File: config.mk
export PLATFORM = sky130hd
export DESIGN_NAME = psum_bank_ctrl_flat
export DESIGN_NICKNAME = d
export VERILOG_FILES = /design/src/rtl/psum_pkg.sv /design/src/rtl/psum_bank_ctrl_if.sv /design/src/rtl/psum_bank_fsm.sv /design/src/rtl/psum_bank_ctrl.sv /design/src/flat_wrapper.sv
export SDC_FILE = /design/constraint.sdc
export NUM_CORES = 1
export LEC_CHECK = 0
export CAP_MARGIN = 20
export CORE_MARGIN = 2
export CORE_UTILIZATION = 41
export CTS_CLUSTER_DIAMETER = 100
export DETAILED_ROUTE_END_ITERATION = 8
export DONT_BUFFER_PORTS = 1
export GPL_TIMING_DRIVEN = 0
export PLACE_DENSITY_LB_ADDON = 0.3
export SYNTH_ARGS = -nofsm -noshare
export SYNTH_HDL_FRONTEND = slang
export SYNTH_SLANG_ARGS = --single-unit
File: constraint.sdc
create_clock -name clk -period 6 [get_ports clk]
set_input_delay 1.2 -clock clk [delete_from_list [all_inputs] [get_ports clk]]
set_output_delay 1.2 -clock clk [all_outputs]
set_load 0.005 [all_outputs]
File: src/rtl/psum_pkg.sv
`default_nettype none
// ============================================================================
// Module   : psum_pkg
// Brief    : Shared types and constants for the partial-sum bank controller.
// Revision : 1.0 - initial release
// ============================================================================
package psum_pkg;

  // Per-bank life cycle: filled by the writer, then drained by the loader.
  typedef enum logic [1:0] {
    EMPTY    = 2'd0,
    FILLING  = 2'd1,
    FULL     = 2'd2,
    DRAINING = 2'd3
  } bank_state_t;

  localparam int PSUM_BANK_DEPTH_DEF = 64;
  localparam int PSUM_NUM_BANK_DEF   = 2;

  // Ceiling log2 for elaboration-time widths.
  function automatic int clog2(input int value);
    int r;
    r = 0;
    while ((1 << r) < value) r++;
    return r;
  endfunction

endpackage
`default_nettype wire

File: src/rtl/psum_bank_ctrl_if.sv
`default_nettype none
// ============================================================================
// Module   : psum_bank_ctrl_if
// Brief    : Writer/loader handshakes, SRAM port and status of psum_bank_ctrl.
//            PSUM_TILE_STATS_EN adds the tiles_written/tiles_drained counters.
// Revision : 1.0 - initial release
// ============================================================================
interface psum_bank_ctrl_if #(
  parameter int ADD_WIDTH = 11,
  parameter int LEN_W     = 7
);
  logic [LEN_W-1:0]     tile_len;
  logic                 wr_valid;
  logic                 wr_ready;
  logic                 rd_req;
  logic                 rd_gnt;
  logic                 rd_data_valid;
  logic                 rd_last;
  logic                 sram_cen;
  logic                 sram_wen;
  logic [ADD_WIDTH-1:0] sram_addr;
  logic                 tile_done;
  logic                 tile_ready;
  logic                 all_full;
  logic                 all_empty;
`ifdef PSUM_TILE_STATS_EN
  logic [15:0]          tiles_written;
  logic [15:0]          tiles_drained;

  modport master (
    output tile_len, wr_valid, rd_req,
    input  wr_ready, rd_gnt, rd_data_valid, rd_last, sram_cen, sram_wen,
           sram_addr, tile_done, tile_ready, all_full, all_empty,
           tiles_written, tiles_drained
  );
  modport slave (
    input  tile_len, wr_valid, rd_req,
    output wr_ready, rd_gnt, rd_data_valid, rd_last, sram_cen, sram_wen,
           sram_addr, tile_done, tile_ready, all_full, all_empty,
           tiles_written, tiles_drained
  );
`else
  modport master (
    output tile_len, wr_valid, rd_req,
    input  wr_ready, rd_gnt, rd_data_valid, rd_last, sram_cen, sram_wen,
           sram_addr, tile_done, tile_ready, all_full, all_empty
  );
  modport slave (
    input  tile_len, wr_valid, rd_req,
    output wr_ready, rd_gnt, rd_data_valid, rd_last, sram_cen, sram_wen,
           sram_addr, tile_done, tile_ready, all_full, all_empty
  );
`endif
endinterface
`default_nettype wire

File: src/rtl/psum_bank_fsm.sv
`default_nettype none
// ============================================================================
// Module   : psum_bank_fsm
// Brief    : State and stored tile length of one psum bank.
// Revision : 1.0 - initial release
// ============================================================================
module psum_bank_fsm
  import psum_pkg::*;
#(
  parameter int LEN_W = 7
) (
  input  logic             clk,
  input  logic             reset,
  input  logic             wr_first_i,   // first write of a tile lands here
  input  logic             wr_last_i,    // last write of a tile lands here
  input  logic             rd_take_i,    // a read was granted from this bank
  input  logic             rd_last_i,    // that read was the last of the tile
  input  logic [LEN_W-1:0] len_i,
  output bank_state_t      state_o,
  output logic [LEN_W-1:0] len_o
);

  bank_state_t      state_q, state_d;
  logic [LEN_W-1:0] len_q, len_d;

  // Next state: a one-word tile is both first and last, so last wins.
  always_comb begin
    state_d = state_q;
    len_d   = len_q;
    if (wr_first_i) begin
      state_d = FILLING;
      len_d   = len_i;
    end
    if (wr_last_i) state_d = FULL;
    if (rd_take_i) state_d = DRAINING;
    if (rd_last_i) state_d = EMPTY;
  end

  // State and length registers.
  always_ff @(posedge clk) begin
    if (reset) begin
      state_q <= EMPTY;
      len_q   <= '0;
    end else begin
      state_q <= state_d;
      len_q   <= len_d;
    end
  end

  assign state_o = state_q;
  assign len_o   = len_q;

endmodule
`default_nettype wire

File: src/rtl/psum_bank_ctrl.sv
`default_nettype none
// ============================================================================
// Module   : psum_bank_ctrl
// Brief    : Ping-pong bank controller for the single-port psum SRAM.
//            Writes win over reads; reads see data one cycle after rd_gnt.
//            Optional macro PSUM_TILE_STATS_EN adds tile counters.
// Revision : 1.0 - initial release
// ============================================================================
module psum_bank_ctrl
  import psum_pkg::*;
#(
  parameter int NUM_BANK   = PSUM_NUM_BANK_DEF,
  parameter int BANK_DEPTH = PSUM_BANK_DEPTH_DEF,
  parameter int ADD_WIDTH  = 11,
  parameter int LEN_W      = 7
) (
  input  logic             clk,
  input  logic             reset,
  psum_bank_ctrl_if.slave  bus
);

  localparam int              BW        = clog2(NUM_BANK);
  localparam int              CW        = clog2(BANK_DEPTH);
  localparam logic [LEN_W-1:0] DEPTH_LEN = LEN_W'(BANK_DEPTH);

  logic [BW-1:0]        wr_bank_q, rd_bank_q;
  logic [CW-1:0]        wr_cnt_q, rd_cnt_q;
  logic                 tile_done_q, rd_dv_q, rd_last_q;
  logic [ADD_WIDTH-1:0] addr_q;

  bank_state_t          bank_st  [NUM_BANK];
  logic [LEN_W-1:0]     bank_len [NUM_BANK];

  bank_state_t          wr_st, rd_st;
  logic                 wr_ready, wr_hs, wr_first, wr_last;
  logic                 rd_ready, rd_gnt, rd_last;
  logic                 all_empty_st;
  logic [LEN_W-1:0]     eff_len, wr_len;
  logic [ADD_WIDTH-1:0] wr_addr, rd_addr, addr_d;

  // Arbitration, tile-end detection and SRAM address selection.
  always_comb begin
    wr_st    = bank_st[wr_bank_q];
    rd_st    = bank_st[rd_bank_q];
    eff_len  = bus.tile_len;
    if (bus.tile_len == '0 || bus.tile_len > DEPTH_LEN) eff_len = DEPTH_LEN;
    wr_first = (wr_cnt_q == '0);
    // The bank's own length is not latched until its first write.
    wr_len   = wr_first ? eff_len : bank_len[wr_bank_q];
    wr_last  = (LEN_W'(wr_cnt_q) == wr_len - LEN_W'(1));
    wr_ready = !reset && (wr_st == EMPTY || wr_st == FILLING);
    wr_hs    = wr_ready && bus.wr_valid;
    rd_ready = (rd_st == FULL || rd_st == DRAINING);
    rd_gnt   = !reset && bus.rd_req && rd_ready && !wr_hs;
    rd_last  = (LEN_W'(rd_cnt_q) == bank_len[rd_bank_q] - LEN_W'(1));
    // Banks are power-of-two sized, so base + offset is a concatenation.
    wr_addr  = ADD_WIDTH'({wr_bank_q, wr_cnt_q});
    rd_addr  = ADD_WIDTH'({rd_bank_q, rd_cnt_q});
    addr_d   = wr_hs ? wr_addr : rd_addr;
    all_empty_st = 1'b1;
    for (int i = 0; i < NUM_BANK; i++) begin
      if (bank_st[i] != EMPTY) all_empty_st = 1'b0;
    end
  end

  for (genvar b = 0; b < NUM_BANK; b++) begin : g_bank
    logic sel_wr, sel_rd;
    assign sel_wr = wr_hs  && (wr_bank_q == BW'(b));
    assign sel_rd = rd_gnt && (rd_bank_q == BW'(b));

    psum_bank_fsm #(.LEN_W(LEN_W)) u_fsm (
      .clk        (clk),
      .reset      (reset),
      .wr_first_i (sel_wr && wr_first),
      .wr_last_i  (sel_wr && wr_last),
      .rd_take_i  (sel_rd),
      .rd_last_i  (sel_rd && rd_last),
      .len_i      (eff_len),
      .state_o    (bank_st[b]),
      .len_o      (bank_len[b])
    );
  end

  // Pointers, counters and the one-cycle-delayed read/done flags.
  always_ff @(posedge clk) begin
    if (reset) begin
      wr_bank_q   <= '0;
      rd_bank_q   <= '0;
      wr_cnt_q    <= '0;
      rd_cnt_q    <= '0;
      tile_done_q <= 1'b0;
      rd_dv_q     <= 1'b0;
      rd_last_q   <= 1'b0;
      addr_q      <= '0;
    end else begin
      if (wr_hs) begin
        if (wr_last) begin
          wr_cnt_q  <= '0;
          wr_bank_q <= wr_bank_q + BW'(1);
        end else begin
          wr_cnt_q  <= wr_cnt_q + CW'(1);
        end
      end
      if (rd_gnt) begin
        if (rd_last) begin
          rd_cnt_q  <= '0;
          rd_bank_q <= rd_bank_q + BW'(1);
        end else begin
          rd_cnt_q  <= rd_cnt_q + CW'(1);
        end
      end
      tile_done_q <= wr_hs && wr_last;
      rd_dv_q     <= rd_gnt;
      rd_last_q   <= rd_gnt && rd_last;
      if (wr_hs || rd_gnt) addr_q <= addr_d;
    end
  end

  assign bus.wr_ready      = wr_ready;
  assign bus.rd_gnt        = rd_gnt;
  assign bus.rd_data_valid = rd_dv_q && !reset;
  assign bus.rd_last       = rd_last_q && !reset;
  assign bus.sram_cen      = !(wr_hs || rd_gnt);
  assign bus.sram_wen      = !wr_hs;
  assign bus.sram_addr     = (wr_hs || rd_gnt) ? addr_d : (reset ? '0 : addr_q);
  assign bus.tile_done     = tile_done_q && !reset;
  assign bus.tile_ready    = rd_ready && !reset;
  assign bus.all_full      = !reset && !(wr_st == EMPTY || wr_st == FILLING);
  assign bus.all_empty     = reset || all_empty_st;

`ifdef PSUM_TILE_STATS_EN
  logic [15:0] tiles_written_q, tiles_drained_q;

  // Completed-tile counters; they wrap freely.
  always_ff @(posedge clk) begin
    if (reset) begin
      tiles_written_q <= '0;
      tiles_drained_q <= '0;
    end else begin
      if (tile_done_q)             tiles_written_q <= tiles_written_q + 16'd1;
      if (rd_dv_q && rd_last_q)    tiles_drained_q <= tiles_drained_q + 16'd1;
    end
  end

  assign bus.tiles_written = tiles_written_q;
  assign bus.tiles_drained = tiles_drained_q;
`endif

endmodule
`default_nettype wire

File: src/flat_wrapper.sv
// flat-port wrapper written by rule: the top's interface ports become plain ports
module psum_bank_ctrl_flat import psum_pkg::*;
#(
  parameter int NUM_BANK   = PSUM_NUM_BANK_DEF,
  parameter int BANK_DEPTH = PSUM_BANK_DEPTH_DEF,
  parameter int ADD_WIDTH  = 11,
  parameter int LEN_W      = 7
)
  (clk, reset, bus_tile_len, bus_wr_valid, bus_rd_req, bus_wr_ready, bus_rd_gnt, bus_rd_data_valid, bus_rd_last, bus_sram_cen, bus_sram_wen, bus_sram_addr, bus_tile_done, bus_tile_ready, bus_all_full, bus_all_empty);
  psum_bank_ctrl_if #(.ADD_WIDTH(ADD_WIDTH), .LEN_W(LEN_W)) bus_i ();
  input  logic clk;
  input  logic reset;
  input wire logic [$bits(bus_i.tile_len)-1:0] bus_tile_len;
  input wire logic [$bits(bus_i.wr_valid)-1:0] bus_wr_valid;
  input wire logic [$bits(bus_i.rd_req)-1:0] bus_rd_req;
  output wire logic [$bits(bus_i.wr_ready)-1:0] bus_wr_ready;
  output wire logic [$bits(bus_i.rd_gnt)-1:0] bus_rd_gnt;
  output wire logic [$bits(bus_i.rd_data_valid)-1:0] bus_rd_data_valid;
  output wire logic [$bits(bus_i.rd_last)-1:0] bus_rd_last;
  output wire logic [$bits(bus_i.sram_cen)-1:0] bus_sram_cen;
  output wire logic [$bits(bus_i.sram_wen)-1:0] bus_sram_wen;
  output wire logic [$bits(bus_i.sram_addr)-1:0] bus_sram_addr;
  output wire logic [$bits(bus_i.tile_done)-1:0] bus_tile_done;
  output wire logic [$bits(bus_i.tile_ready)-1:0] bus_tile_ready;
  output wire logic [$bits(bus_i.all_full)-1:0] bus_all_full;
  output wire logic [$bits(bus_i.all_empty)-1:0] bus_all_empty;
  assign bus_i.tile_len = bus_tile_len;
  assign bus_i.wr_valid = bus_wr_valid;
  assign bus_i.rd_req = bus_rd_req;
  assign bus_wr_ready = bus_i.wr_ready;
  assign bus_rd_gnt = bus_i.rd_gnt;
  assign bus_rd_data_valid = bus_i.rd_data_valid;
  assign bus_rd_last = bus_i.rd_last;
  assign bus_sram_cen = bus_i.sram_cen;
  assign bus_sram_wen = bus_i.sram_wen;
  assign bus_sram_addr = bus_i.sram_addr;
  assign bus_tile_done = bus_i.tile_done;
  assign bus_tile_ready = bus_i.tile_ready;
  assign bus_all_full = bus_i.all_full;
  assign bus_all_empty = bus_i.all_empty;
  psum_bank_ctrl #(.NUM_BANK(NUM_BANK), .BANK_DEPTH(BANK_DEPTH), .ADD_WIDTH(ADD_WIDTH), .LEN_W(LEN_W)) u_core (.clk(clk), .reset(reset), .bus(bus_i));
endmodule
==> results of run 1 <==
==> per-layer routing <==
metal | wire length (um) | part of all wire
met3 | 438 | 0.065
met5 | 0 | 0
met1 | 3060 | 0.46
met2 | 3140 | 0.47
met4 | 79 | 0.012
==> registers in the layout, indices dropped and copies added, names as in the netlist <==
signal	cells
u_core.rd_cnt_q	6
u_core.wr_bank_q	1
u_core.addr_q	7
u_core.g_bank.u_fsm.state_o	4
u_core.rd_dv_q	1
u_core.rd_bank_q	1
u_core.tile_done_q	1
u_core.g_bank.u_fsm.len_o	14
u_core.wr_cnt_q	6
u_core.rd_last_q	1
==> worst reg2reg max path, cell delays in order, from the launching register on <==
cell and delay (ns):
sky130_fd_sc_hd__dfxtp_1 0.38, sky130_fd_sc_hd__inv_1 0.14, sky130_fd_sc_hd__ha_1 0.17, sky130_fd_sc_hd__or4b_4 0.50, sky130_fd_sc_hd__nor2_1 0.41, sky130_fd_sc_hd__nor2_1 0.10
sky130_fd_sc_hd__a21oi_1 0.13, sky130_fd_sc_hd__ha_1 0.31, sky130_fd_sc_hd__o21ai_0 0.21, sky130_fd_sc_hd__or3_1 0.40, sky130_fd_sc_hd__a211oi_1 0.28, sky130_fd_sc_hd__a21oi_1 0.08
sky130_fd_sc_hd__a2111o_1 0.44, sky130_fd_sc_hd__buf_2 0.22, sky130_fd_sc_hd__o21ai_0 0.15, sky130_fd_sc_hd__a21oi_1 0.08
==> logic make-up (layout without fill, tap and decap cells) <==
| kind of cell | Yosys count | in the layout |
|---|---|---|
| compound gates | 73 | 73 |
| xor+xnor | 21 | 21 |
| fa+ha+maj | 5 | 5 |
| buf+inv | 36 | 44 |
| flops | 42 | 42 |
| mux | 31 | 31 |
| other cells | 1 | 4 |
| simple gates | 123 | 123 |
==> how the worst max path moves through the flow <==
stage	endpoint	slack (ns)	cells past startpoint
final	u_core.wr_bank_q$_SDFFE_PP0P_	1.88	15
after floorplan	u_core.wr_bank_q$_SDFFE_PP0P_	2.22	14
after detailed placement	u_core.wr_bank_q$_SDFFE_PP0P_	1.72	14
after CTS	u_core.wr_bank_q$_SDFFE_PP0P_	1.88	15
after global placement	u_core.wr_bank_q$_SDFFE_PP0P_	1.73	14
after global routing	u_core.wr_bank_q$_SDFFE_PP0P_	1.50	16
==> final cells by class <==
class	instances	share of cell area
multi-input cells	257	0.580
well taps	77	0.0334
clock buffers	6	0.0252
plain buffers	26	0.0430
inverters	10	0.0130
flip-flops and latches	42	0.292
clock inverters	2	0.0130
==> through the flow <==
stage	power [mW]	cells	utilization	hold slack [ns]
6_report	0.606	420	0.456	0.514
5_1_grt	0.632	420	0.456	0.562
4_1_cts	0.611	420	0.456	0.515
3_5_place_dp	0.384	412	0.439	0.504
3_3_place_gp	0.382	412	0.439	0.503
2_1_floorplan	0.366	335	-	0.479
==> report_power, final <==
part / switching [mW] / internal, mW / leakage, nW / total, mW
clock: 0.104 / 0.124 / 0.0514 / 0.228
combinational: 0.0543 / 0.0367 / 0.561 / 0.0910
sequential: 0.00389 / 0.284 / 0.340 / 0.287
==> layout by cell type, fill, tap and decap left out, drive strengths merged, types with 3 or more instances in the layout <==
master / n
ha: 5
inv: 10
dfxtp: 42
conb: 4
nor4: 7
mux2i: 29
xor2: 7
or3: 4
and2: 3
nor2: 31
a211oi: 9
nand4: 3
clkbuf: 23
nand3: 6
o21ai: 19
nor2b: 9
nor3: 20
nand2: 21
a21oi: 31
nor3b: 9
a31oi: 5
buf: 9
xnor2: 14
==> results by stage, run 1 <==
Outcome:
- The flow ran to the end, and the final reports show no timing, DRC or antenna violations.

Critical path:
- The worst endpoint data arrival time is 4.29 ns.
- Data on the critical path is required at its endpoint by 6.16 ns.
- The cell seen most often among critical-path stages is sky130_fd_sc_hd__a21oi_1.
- The largest single stage delay on the critical path is 0.50 ns.
- The number of buffers and inverters on the critical path is 2.
- The worst setup path is launched from a flop.
- The biggest fanout along the worst timing path is 10.
- Counting cells, the worst reg-to-reg path comes to 15.
- The worst-case register-to-register setup slack is 1.88 ns.
- The slowest stage cell on the critical path is sky130_fd_sc_hd__or4b_4.
- The endpoint of the lowest-slack register-to-register path is u_core.wr_bank_q$_SDFFE_PP0P_.
- The most critical setup path has its startpoint at u_core.wr_cnt_q[1]$_SDFFE_PP0P_.
- The kind of capture point of the worst setup path is a flop.
- In this design, the largest share of critical-path delay is due to simple AND/OR/NAND/NOR gates.
- The signal on the critical path passes through inv_1 > ha_1 > or4b_4 > nor2_1 > nor2_1 > a21oi_1 > ha_1 > o21ai_0 > or3_1 > a211oi_1 > a21oi_1 > a2111o_1 > buf_2 > o21ai_0 > a21oi_1.
- In this run the critical register-to-register path is launched from u_core.wr_cnt_q[1]$_SDFFE_PP0P_.
- The critical path is of the reg -> reg type.

CTS:
- The cell at the root of the clock tree is sky130_fd_sc_hd__clkbuf_8.
- The CTS tree is built.
- The number of sinks on the clock net is 42.
- The clock tree synthesis step divided the H-tree into 2 levels.
- The insertion delay to the later sink of the worst-skew pair is 0.30 ns.
- The number of setup buffers added after CTS is 0.
- The TritonCTS buffer count is 5.
- After clock tree synthesis, the clock-pin slew on the worst setup and hold paths is 0.08 ns.
- In this run, post-CTS hold repair placed 0 buffers.
- The maximum buffer depth of the clock tree is 2.
- The post-cts repair resize count is 0.

Route:
- The number of vias after detailed routing is 2385.
- For this run, the detailed router's first-pass iteration total came to 4.
- The count of nets left with antenna violations once routing finished came out at 0.
- In the routed design, unresolved DRC markers number 0.
- For this block, the routed nets add up to 6720 um of wire.
- The number of DRC markers in iteration 0 is 170.
- Using the TritonRoute via totals, the vias-per-cell ratio works out to 5.68.
- Dividing the detail-routed wire length by the instance count gives 16.0 um.

STA:
- The summed negative setup slack over all endpoints is 0 ns.
- The final hold violation count is 0.
- The transition time at the pin with the least slew margin is 0.898 ns.
- The final-report max-slew violation count was 0.
- The worst pin sits at a relative slew slack of 0.398.
- Setup slack on the critical path of the routed design comes to 1.88 ns.
- Setup repair after global routing left no endpoint under its margin.
- The maximum frequency from static timing analysis is 243 MHz.
- In the finished design, the share of the clock period the worst path needs comes to 0.687.
- The final setup violation count is 0.
- The routed design could run at a clock period as short as 4.12 ns.
- Between clock sinks in the finished design, the worst skew comes to 0.0110 ns.

GRT:
- The via count of the first global-routing pass came to 2256.
- The global routing stage identified its most utilized layer as met2.
- The first-pass GRT wire length is 11400 um.
- Global routing finished with a remaining overflow of 0.
- For met3 alone, demand over resource in global routing was 0.0531.
- The initial antenna violation count is 0.
- The global-route usage over all layers is 0.197.
- The global routing met1 resource utilization is 0.267.
- The routing usage on met2 is 0.314.
- Entering global routing, the biggest net connects 14 pins.

Layout:
- The layout has 657 filler cells.
- Relative to the synthesized area, the layout overhead comes to 8.18%.
- The area of all placed cells without fillers is 0.00288 sq mm.
- The proportion of layout cells with a drive suffix above 1 is 0.0700.
- The area used by multi-input combinational logic is 0.00167 sq mm.
- The final layout contains 358 nets.
- The repair_antennas step left the layout with diodes totalling 0.
- In the final layout, flip-flops and latches occupy 841 sq um.

Yosys:
- Ranked by total cell area, the synthesized netlist is headed by sky130_fd_sc_hd__dfxtp_1 (32%), sky130_fd_sc_hd__mux2i_1 (11%), sky130_fd_sc_hd__a21oi_1 (5.6%).
- The summed instance area of the synthesized netlist is 0.00266 sq mm.
- Counting distinct cell types in the post-synthesis netlist gives 46.
- In the synthesized netlist the dominant register cell turns out to be sky130_fd_sc_hd__dfxtp_1.
- The sequential area share after synthesis is 0.316.
- The register bit total from synthesis is 42.
- The synthesized-area fraction occupied by ao, oa, aoi and oai cells came to 0.164.
- The mean cell area of the mapped netlist is 8.02 sq um.
- The proportion of synthesized area in mux cells is 0.117.
- The top cell type's share of synthesized area is 0.316.
- Synthesis produced 332 cells.
- The post-synthesis simple-gate area fraction is 0.248.
- The main combinational cell family by area after synthesis is simple AND/OR/NAND/NOR gates.
- Of the total synthesized cell area, the portion taken by full adders, half adders and majority gates is 0.0235.
- sky130_fd_sc_hd__dfxtp_1 is the most common cell in the netlist.
- In this run, synthesis inferred 0 flip-flops with an integrated enable.
- The total number of yosys warnings is 0.
- The post-synthesis cell type with the largest combined area is sky130_fd_sc_hd__dfxtp_1.
- Of the total synthesized cell area, the portion taken by XOR and XNOR cells is 0.0691.
- The commonest cells after synthesis are sky130_fd_sc_hd__dfxtp_1 (42), sky130_fd_sc_hd__nor2_1 (31), sky130_fd_sc_hd__a21oi_1 (30).
- The proportion of synthesized flip-flops having asynchronous set or reset is 0.

Hold path:
- The cell depth of the worst hold path is 2.
- The hold-critical path endpoint is u_core.wr_cnt_q[0]$_SDFFE_PP0P_.
- The worst hold path begins at u_core.wr_cnt_q[0]$_SDFFE_PP0P_.
- The class of the tightest hold or removal check is reg -> reg.

Placement:
- The area of placed instances is 0.00277 sq mm.
- Detailed placement finished with a half-perimeter wire length of 5030 um.
- The number of port buffers is 0.
- The worst slack at placement is 1.72 ns.
- The final weighted congestion in routability-driven placement is 0.840.

Power and ir drop:
- The peak supply drop is 0.122 mV.
- The total leakage power is 0.952 nW.
- The power density over cell area is 211 mW/mm^2.

Die:
- After floorplanning, the core was divided into 29 placement rows.
- 32 I/O pins were placed.
- The floorplan step set the die height to 84.6 um.
- The die extent in x is 84.6 um.
- The core region area is 0.00631 sq mm.
- For this configuration, the core starts out at a cell density of 0.422.
- The die covers 0.00715 sq mm.

Job:
- Max-cap violations in this run came to 0.
Power figures use the tool's default switching activity.
==> inputs of run 2 (changes only) <==
clock period = 3.5 ns   (was 6 ns; I/O delays follow)
==> run 2 against run 1 <==
Effect of this change: sequential power is 71% higher; non-clock buffer count is 13 higher; fmax is 21% higher; clock power is 73% higher; worst setup slack worse by 1.8 ns; clock skew is 0.0018 ns lower; sequential share of layout area is 1.9 points lower; wire length is 7.5% higher; worst hold slack better by 0.014 ns; utilization is 3.4 points higher; critical endpoint unchanged.
==> results by stage, run 2 (synthesized netlist as in run 1, its figures left out) <==
Outcome:
- The flow ran to the end, and the final reports show no timing, DRC or antenna violations.

CTS:
- The insertion delay to the later sink of the worst-skew pair is 0.30 ns (about the same).
- The maximum level of the CTS H-tree was 2 (unchanged).
- The number of sinks on the clock net is 42 (unchanged).
- The total of hold buffers inserted after clock tree synthesis is 0 (unchanged).
- The TritonCTS buffer count is 5 (unchanged).
- The cell at the root of the clock tree is sky130_fd_sc_hd__clkbuf_8.
- The clock slew at the register clock pins of the worst setup and hold paths is 0.08 ns (about the same).
- The CTS tree is built.
- The maximum buffer depth of the clock tree is 2 (unchanged).

STA:
- The relative slew slack was 0.364 (-0.0339).
- The final setup violation count is 0 (unchanged).
- The maximum frequency from static timing analysis is 293 MHz (+21%).
- The final clock skew came to 0.00927 ns (-0.00177 ns).
- The final-report max-slew violation count is 0 (unchanged).
- The transition time at the pin with the least slew margin is 0.949 ns (+0.0506 ns).
- The final hold violation count is 0 (unchanged).
- The summed negative setup slack over all endpoints was 0 ns (unchanged).
- Setup repair after global routing left no endpoint under its margin.
- The final critical path time including I/O delays and setup is 3.41 ns (-0.709 ns).
- The share of the clock period used by the worst path was 0.976 (+0.288).

Die:
- The die extent in x came to 84.6 um (unchanged).
- The floorplan die height is 84.6 um (unchanged).
- The core region area is 0.00631 sq mm (unchanged).
- The effective utilization at floorplan is 0.422 (unchanged).
- The number of rows in the core area is 29 (unchanged).
- The number of top-level pins is 32 (unchanged).
- The total die area is 0.00715 sq mm (unchanged).

Layout:
- Leaving out fill and tap cells, the most frequent cells in the layout are sky130_fd_sc_hd__dfxtp_1 (40), sky130_fd_sc_hd__nor2_1 (29), sky130_fd_sc_hd__mux2i_1 (28).
- The number of flip-flops under the largest register name is 14 (unchanged).
- The area of all placed cells without fillers was 0.00310 sq mm (+7.6%).
- The most common cell after layout, fill and taps aside is sky130_fd_sc_hd__dfxtp_1.
- The final net count is 371 (+3.6%).
- The area growth from synthesis to layout is 16.4%.
- The count of filler cells inserted in the layout came to 635 (-3.3%).
- The count of antenna diodes in the layout is 0 (unchanged).
- The proportion of layout cells with a drive suffix above 1 is 0.160 (+0.0901).

GRT:
- The maximum number of pins on one net before global-route repair is 14 (unchanged).
- The global-route usage over all layers is 0.201 (+0.00403).
- The first-pass GRT wire length is 11700 um (+2.1%).
- The via count of the first global-routing pass is 2301 (+2.0%).
- The global route total overflow is 0 (unchanged).
- The initial antenna violation count was 0 (unchanged).

Critical path:
- The biggest fanout along the worst timing path is 8 (-2).
- The classification of the worst setup path is reg -> reg.
- The required time at the worst-slack endpoint came to 3.73 ns (-2.43 ns).
- The worst setup path is launched from a flop.
- The worst endpoint data arrival time is 3.64 ns (-0.65 ns).
- STA classifies the critical path endpoint as a flop.

Hold path:
- The tightest min-delay check is of the reg -> reg type.

Route:
- The detailed-route wire length is 7220 um (+7.5%).
- The number of optimization iterations in the first detailed-route pass is 4 (unchanged).
- The ratio of routed vias to standard cells came to 5.66 (-0.28%).
- The number of vias after detailed routing is 2452 (+2.8%).
- The post-route DRC violation count is 0 (unchanged).
- The number of nets with antenna violations after detailed routing was 0 (unchanged).
- The number of DRC markers in iteration 0 came to 174 (+2.4%).
- The average wire per standard cell is 16.7 um (+4.3%).

Placement:
- The number of port buffers is 0 (unchanged).
- The final weighted congestion in routability-driven placement is 0.840 (unchanged).
- The area of placed instances is 0.00277 sq mm (unchanged).
- The final HPWL from detailed placement is 5030 um (unchanged).

Power and ir drop:
- The peak supply drop was 0.211 mV (+73%).
- The total power consumption of the routed design is 1.08 mW (+78%).
- The total leakage power was 1.06 nW (+11%).
- The power density over cell area is 349 mW/mm^2 (+66%).

Job:
- The count of maximum capacitance violations is 0 (unchanged).
-- run 2: layout make-up --
type | count | area (sq um) | share of cell area
Buffer | 26 | 141 | 0.0456
Multi-Input combinational cell | 257 | 1770 | 0.571
Tap cell | 77 | 96.3 | 0.0311
Sequential cell | 42 | 846 | 0.273
Inverter | 10 | 40.0 | 0.0129
Clock buffer | 6 | 72.6 | 0.0234
Clock inverter | 2 | 37.5 | 0.0121
Timing Repair Buffer | 13 | 95.1 | 0.0307
-- run 2: path summary, 6_finish.rpt --
check / startpoint / to / slack [ns] / cells past startpoint
max: u_core.wr_cnt_q[0]$_SDFFE_PP0P_ / u_core.wr_bank_q$_SDFFE_PP0P_ / 0.09 / 15
min: u_core.g_bank[1].u_fsm.len_o[6]$_SDFFE_PP0P_ / u_core.g_bank[1].u_fsm.len_o[6]$_SDFFE_PP0P_ / 0.53 / 2
max reg2reg: u_core.wr_cnt_q[0]$_SDFFE_PP0P_ / u_core.wr_bank_q$_SDFFE_PP0P_ / 0.09 / 15
min reg2reg: u_core.g_bank[1].u_fsm.len_o[6]$_SDFFE_PP0P_ / u_core.g_bank[1].u_fsm.len_o[6]$_SDFFE_PP0P_ / 0.53 / 2
-- run 2: what timing repair did --
item / CTS / global route
setup buffers: 5 / 7
resized for setup: 20 / 21
gates cloned: 0 / 1
endpoints found under the setup margin: 13 / 17
pin swaps: 9 / 12
-- run 2: where the power goes --
group	internal [mW]	total, mW	switching [mW]
registers	0.486	0.492	0.00633
clock network	0.213	0.394	0.181
logic	0.0853	0.196	0.111
-- run 2: worst max-delay path: stages (launching register included) --
cell,delay (ns)
sky130_fd_sc_hd__dfxtp_2,0.34
sky130_fd_sc_hd__inv_2,0.07
sky130_fd_sc_hd__ha_4,0.12
sky130_fd_sc_hd__or4b_4,0.50
sky130_fd_sc_hd__or2_0,0.26
sky130_fd_sc_hd__buf_6,0.15
sky130_fd_sc_hd__a21oi_4,0.15
sky130_fd_sc_hd__inv_2,0.06
sky130_fd_sc_hd__ha_4,0.18
sky130_fd_sc_hd__buf_4,0.14
sky130_fd_sc_hd__xnor2_2,0.14
sky130_fd_sc_hd__xnor2_1,0.20
sky130_fd_sc_hd__nand4_1,0.12
sky130_fd_sc_hd__a2111o_1,0.43
sky130_fd_sc_hd__or3_1,0.35
sky130_fd_sc_hd__a21oi_1,0.14
-- run 2: metal layers --
metal / global-route usage / up-vias / share of wire
met5: 0 / - / 0
met4: 0.0476 / 0 / 0.010
met3: 0.0501 / 9 / 0.056
met2: 0.324 / 61 / 0.48
met1: 0.270 / 1170 / 0.45
li1: - / 1212 / -
-- run 2: through the flow --
stage | setup slack, ns | hold WS, ns | util | cells
finish | 0.0853 | 0.528 | 0.491 | 433
global route | 0.00295 | 0.562 | 0.491 | 433
CTS | 0.00181 | 0.523 | 0.471 | 425
detailed placement | -0.572 | 0.504 | 0.439 | 412
global placement | -0.574 | 0.503 | 0.439 | 412
floorplan | 0.0316 | 0.479 | - | 335
==> inputs of run 3 (changes only) <==
GPL_TIMING_DRIVEN = default   (was 0)
==> run 3 against run 2 <==
Effect of this change: count of clock-buffer cells in the layout stayed put; worst hold slack lost 0.078 ns; clock power down 2%; utilization shrank 2.9 points; critical path depth unchanged; largest cell class unchanged; combinational power down 22%; sequential share of layout area rose by 1.6 points; register-to-register slack about the same; power shrank 4.4%; wire length decreased by 10%; worst setup slack worse by 0.013 ns; via count down 4.3%.
==> results by stage, run 3 (synthesized netlist as in run 1, its figures left out) <==
Route:
- The detailed-route wire length came to 6470 um (-10%).
- The average wire per standard cell is 15.8 um (-5.5%).
- The number of nets with antenna violations after detailed routing is 0 (unchanged).
- The ratio of routed vias to standard cells is 5.71 (+0.84%).
- The number of optimization iterations in the first detailed-route pass is 6 (+2).
- The post-route DRC violation count is 0 (unchanged).
- The number of vias after detailed routing was 2347 (-4.3%).
- The number of DRC markers in iteration 0 came to 126 (-28%).

Critical path:
- The most critical setup path has its startpoint at u_core.wr_cnt_q[0]$_SDFFE_PP0P_.
- The critical path goes through inv_2 > ha_1 > or4b_4 > nor2_4 > nor2_2 > a21oi_2 > ha_2 > or4bb_1 > a21oi_1 > o21ai_1 > o21ai_1 > nand4_1 > a2111o_1 > or3_1 > a21oi_1.
- The classification of the worst setup path is reg -> reg.
- The worst-case register-to-register setup slack is 0.07 ns (about the same).
- The worst endpoint data arrival time is 3.66 ns (+0.02 ns).
- The kind of start point of the critical path is a flop.
- The depth of the most critical reg-to-reg path is 15 (unchanged).
- Among all stages on the critical path, the largest delay is contributed by sky130_fd_sc_hd__or4b_4.
- The biggest fanout along the worst timing path came to 6 (-2).
- The required time at the worst-slack endpoint came to 3.74 ns (about the same).
- The largest incremental delay on the critical path is 0.50 ns (about the same).
- The worst setup path is captured at a flop.
- The worst register-to-register path begins at u_core.wr_cnt_q[0]$_SDFFE_PP0P_.
- The most critical setup path has its endpoint at u_core.wr_bank_q$_SDFFE_PP0P_.
- The worst register-to-register path ends at u_core.wr_bank_q$_SDFFE_PP0P_.

Power and ir drop:
- The peak supply drop is 0.152 mV (-28%).
- The clock network fraction of total power was 0.375 (+0.011).
- The switching power summed over all nets came to 0.266 mW (-11%).
- The total leakage power came to 0.982 nW (-7.4%).
- The internal power of the cells came to 0.769 mW (-2.0%).
- The switching power share of the total is 0.257 (-0.0184).
- The share of power burned in registers was 0.478 (+0.023).
- The power density over cell area is 355 mW/mm^2 (+1.6%).
- The relative contribution of combinational cells to total power was 0.148 (-0.033).

CTS:
- The number of sinks on the clock net is 42 (unchanged).
- The total of hold buffers inserted after clock tree synthesis came to 0 (unchanged).
- The TritonCTS buffer count was 5 (unchanged).
- The CTS tree is built.
- The maximum buffer depth of the clock tree is 2 (unchanged).
- The clock slew at the register clock pins of the worst setup and hold paths was 0.08 ns (about the same).
- The maximum level of the CTS H-tree is 2 (unchanged).
- The root buffer cell chosen for the clock tree is sky130_fd_sc_hd__clkbuf_8.
- The insertion delay to the later sink of the worst-skew pair is 0.30 ns (about the same).

Die:
- The die extent in x is 84.6 um (unchanged).
- The core region area is 0.00631 sq mm (unchanged).
- The total die area is 0.00715 sq mm (unchanged).
- The number of top-level pins was 32 (unchanged).
- The floorplan die height was 84.6 um (unchanged).
- The number of rows in the core area is 29 (unchanged).
- The effective utilization at floorplan is 0.422 (unchanged).

Job:
- The count of maximum capacitance violations is 0 (unchanged).

STA:
- The relative slew slack is 0.415 (+0.0512).
- The final setup violation count is 0 (unchanged).
- The smallest setup slack after layout is 0.0725 ns (-0.0128 ns).
- The maximum frequency from static timing analysis was 292 MHz (-0.37%).
- The transition time at the pin with the least slew margin is 0.872 ns (-0.0763 ns).
- The final hold violation count is 0 (unchanged).
- The summed negative setup slack over all endpoints is 0 ns (unchanged).
- The share of the clock period used by the worst path is 0.979 (+0.00366).
- Setup repair after global routing could not meet its margin everywhere.
- The final clock skew is 0.00822 ns (-0.00105 ns).
- The final critical path time including I/O delays and setup was 3.43 ns (+0.0128 ns).
- The final-report max-slew violation count was 0 (unchanged).

Layout:
- The utilization after layout was 0.462 (-0.0291).
- The final standard cell count with taps included and fillers excluded is 411 (-5.1%).
- The most common cell after layout, fill and taps aside is sky130_fd_sc_hd__dfxtp_1.
- The sequential standard cell area is 843 sq um (-0.30%).
- The proportion of layout cells with a drive suffix above 1 was 0.129 (-0.0314).
- The count of filler cells inserted in the layout came to 656 (+3.3%).
- The area used by multi-input combinational logic is 0.00170 sq mm (-4.2%).
- The count of antenna diodes in the layout was 0 (unchanged).
- The final net count is 349 (-5.9%).
- The number of flip-flops under the largest register name is 14 (unchanged).
- The library cells used most frequently in the layout, excluding fill and tap cells, are sky130_fd_sc_hd__dfxtp_1 (40), sky130_fd_sc_hd__mux2i_1 (29), sky130_fd_sc_hd__a21oi_1 (29).
- The area added between synthesis and finish is 9.45%.

GRT:
- The first-pass GRT wire length is 10800 um (-7.0%).
- The global route total overflow is 0 (unchanged).
- The global-route usage over all layers is 0.187 (-0.0140).
- The initial antenna violation count is 0 (unchanged).
- The maximum number of pins on one net before global-route repair is 46 (+32).
- The via count of the first global-routing pass was 2133 (-7.3%).

Placement:
- The number of port buffers is 0 (unchanged).
- The number of placed cells counting well taps is 401 (-2.7%).
- The final HPWL from detailed placement was 4720 um (-6.1%).
- The worst slack at placement is 0.0635 ns (+0.635 ns).
- The final weighted congestion in routability-driven placement came to 0.914 (+8.9%).

Hold path:
- The hold path startpoint is reset.
- In this run the worst hold path is classified as in -> reg.

Outcome:
- The flow ran to the end, and the final reports show no timing, DRC or antenna violations.
run 3: cell count changes in the layout (fill, tap and decap cells not counted), sizes merged:
cell	change
clkbuf	-15
buf	-7
run 3: repair_timing:
item                                    CTS  global route
endpoints found under the setup margin    0            12
setup buffers                             0             2
resized for setup                         0            15
run 3: metal layers:
| metal | global-route usage | wire (um) | vias up |
|---|---|---|---|
| met5 | 0 | 0 | - |
| met2 | 0.312 | 3020 | 67 |
| met1 | 0.242 | 3010 | 1104 |
| met4 | 0.0418 | 70 | 0 |
| met3 | 0.0492 | 369 | 9 |
| li1 | - | - | 1167 |
run 3: how the worst min path moves through the flow:
stage | to | slack [ns] | cells after the start
finish | u_core.wr_cnt_q[1]$_SDFFE_PP0P_ | 0.45 | 1
global route | u_core.wr_cnt_q[4]$_SDFFE_PP0P_ | 0.44 | 1
CTS | u_core.rd_cnt_q[0]$_SDFFE_PP0P_ | 0.45 | 1
detailed placement | u_core.g_bank[0].u_fsm.len_o[6]$_SDFFE_PP0P_ | 0.51 | 2
global placement | u_core.g_bank[0].u_fsm.len_o[6]$_SDFFE_PP0P_ | 0.51 | 2
floorplan | u_core.wr_cnt_q[0]$_SDFFE_PP0P_ | 0.48 | 2
run 3: metrics by stage:
step	hold slack [ns]	power, mW	cell area, sq um
after global placement	0.506	0.644	2760
after global routing	0.439	1.08	2910
after CTS	0.447	1.04	2870
after detailed placement	0.509	0.647	2760
after floorplan	0.479	0.627	2670
final	0.450	1.03	2910
run 3: power groups by stage:
stage | clock, mW | combinational (mW) | sequential, mW
2_1_floorplan | 0 | 0.125 | 0.502
3_3_place_gp | 0 | 0.139 | 0.504
3_5_place_dp | 0 | 0.143 | 0.504
4_1_cts | 0.401 | 0.143 | 0.493
5_1_grt | 0.419 | 0.169 | 0.495
6_report | 0.387 | 0.153 | 0.494
run 3: cell type report:
type                       count  share of cell area
timing repair buffer          17              0.0451
clock buffer                   6              0.0249
clock inverter                 2              0.0129
sequential                    42               0.289
tap                           77              0.0331
inverter                      10              0.0129
multi-input combinational    257               0.582
run 3: critical path: cells and delay by family, from the launching register on:
kind	cells	cell delay, ns
buf+inv	1	0.05
compound gates	6	1.01
fa+ha+maj	2	0.36
flops	1	0.33
simple gates	6	1.61
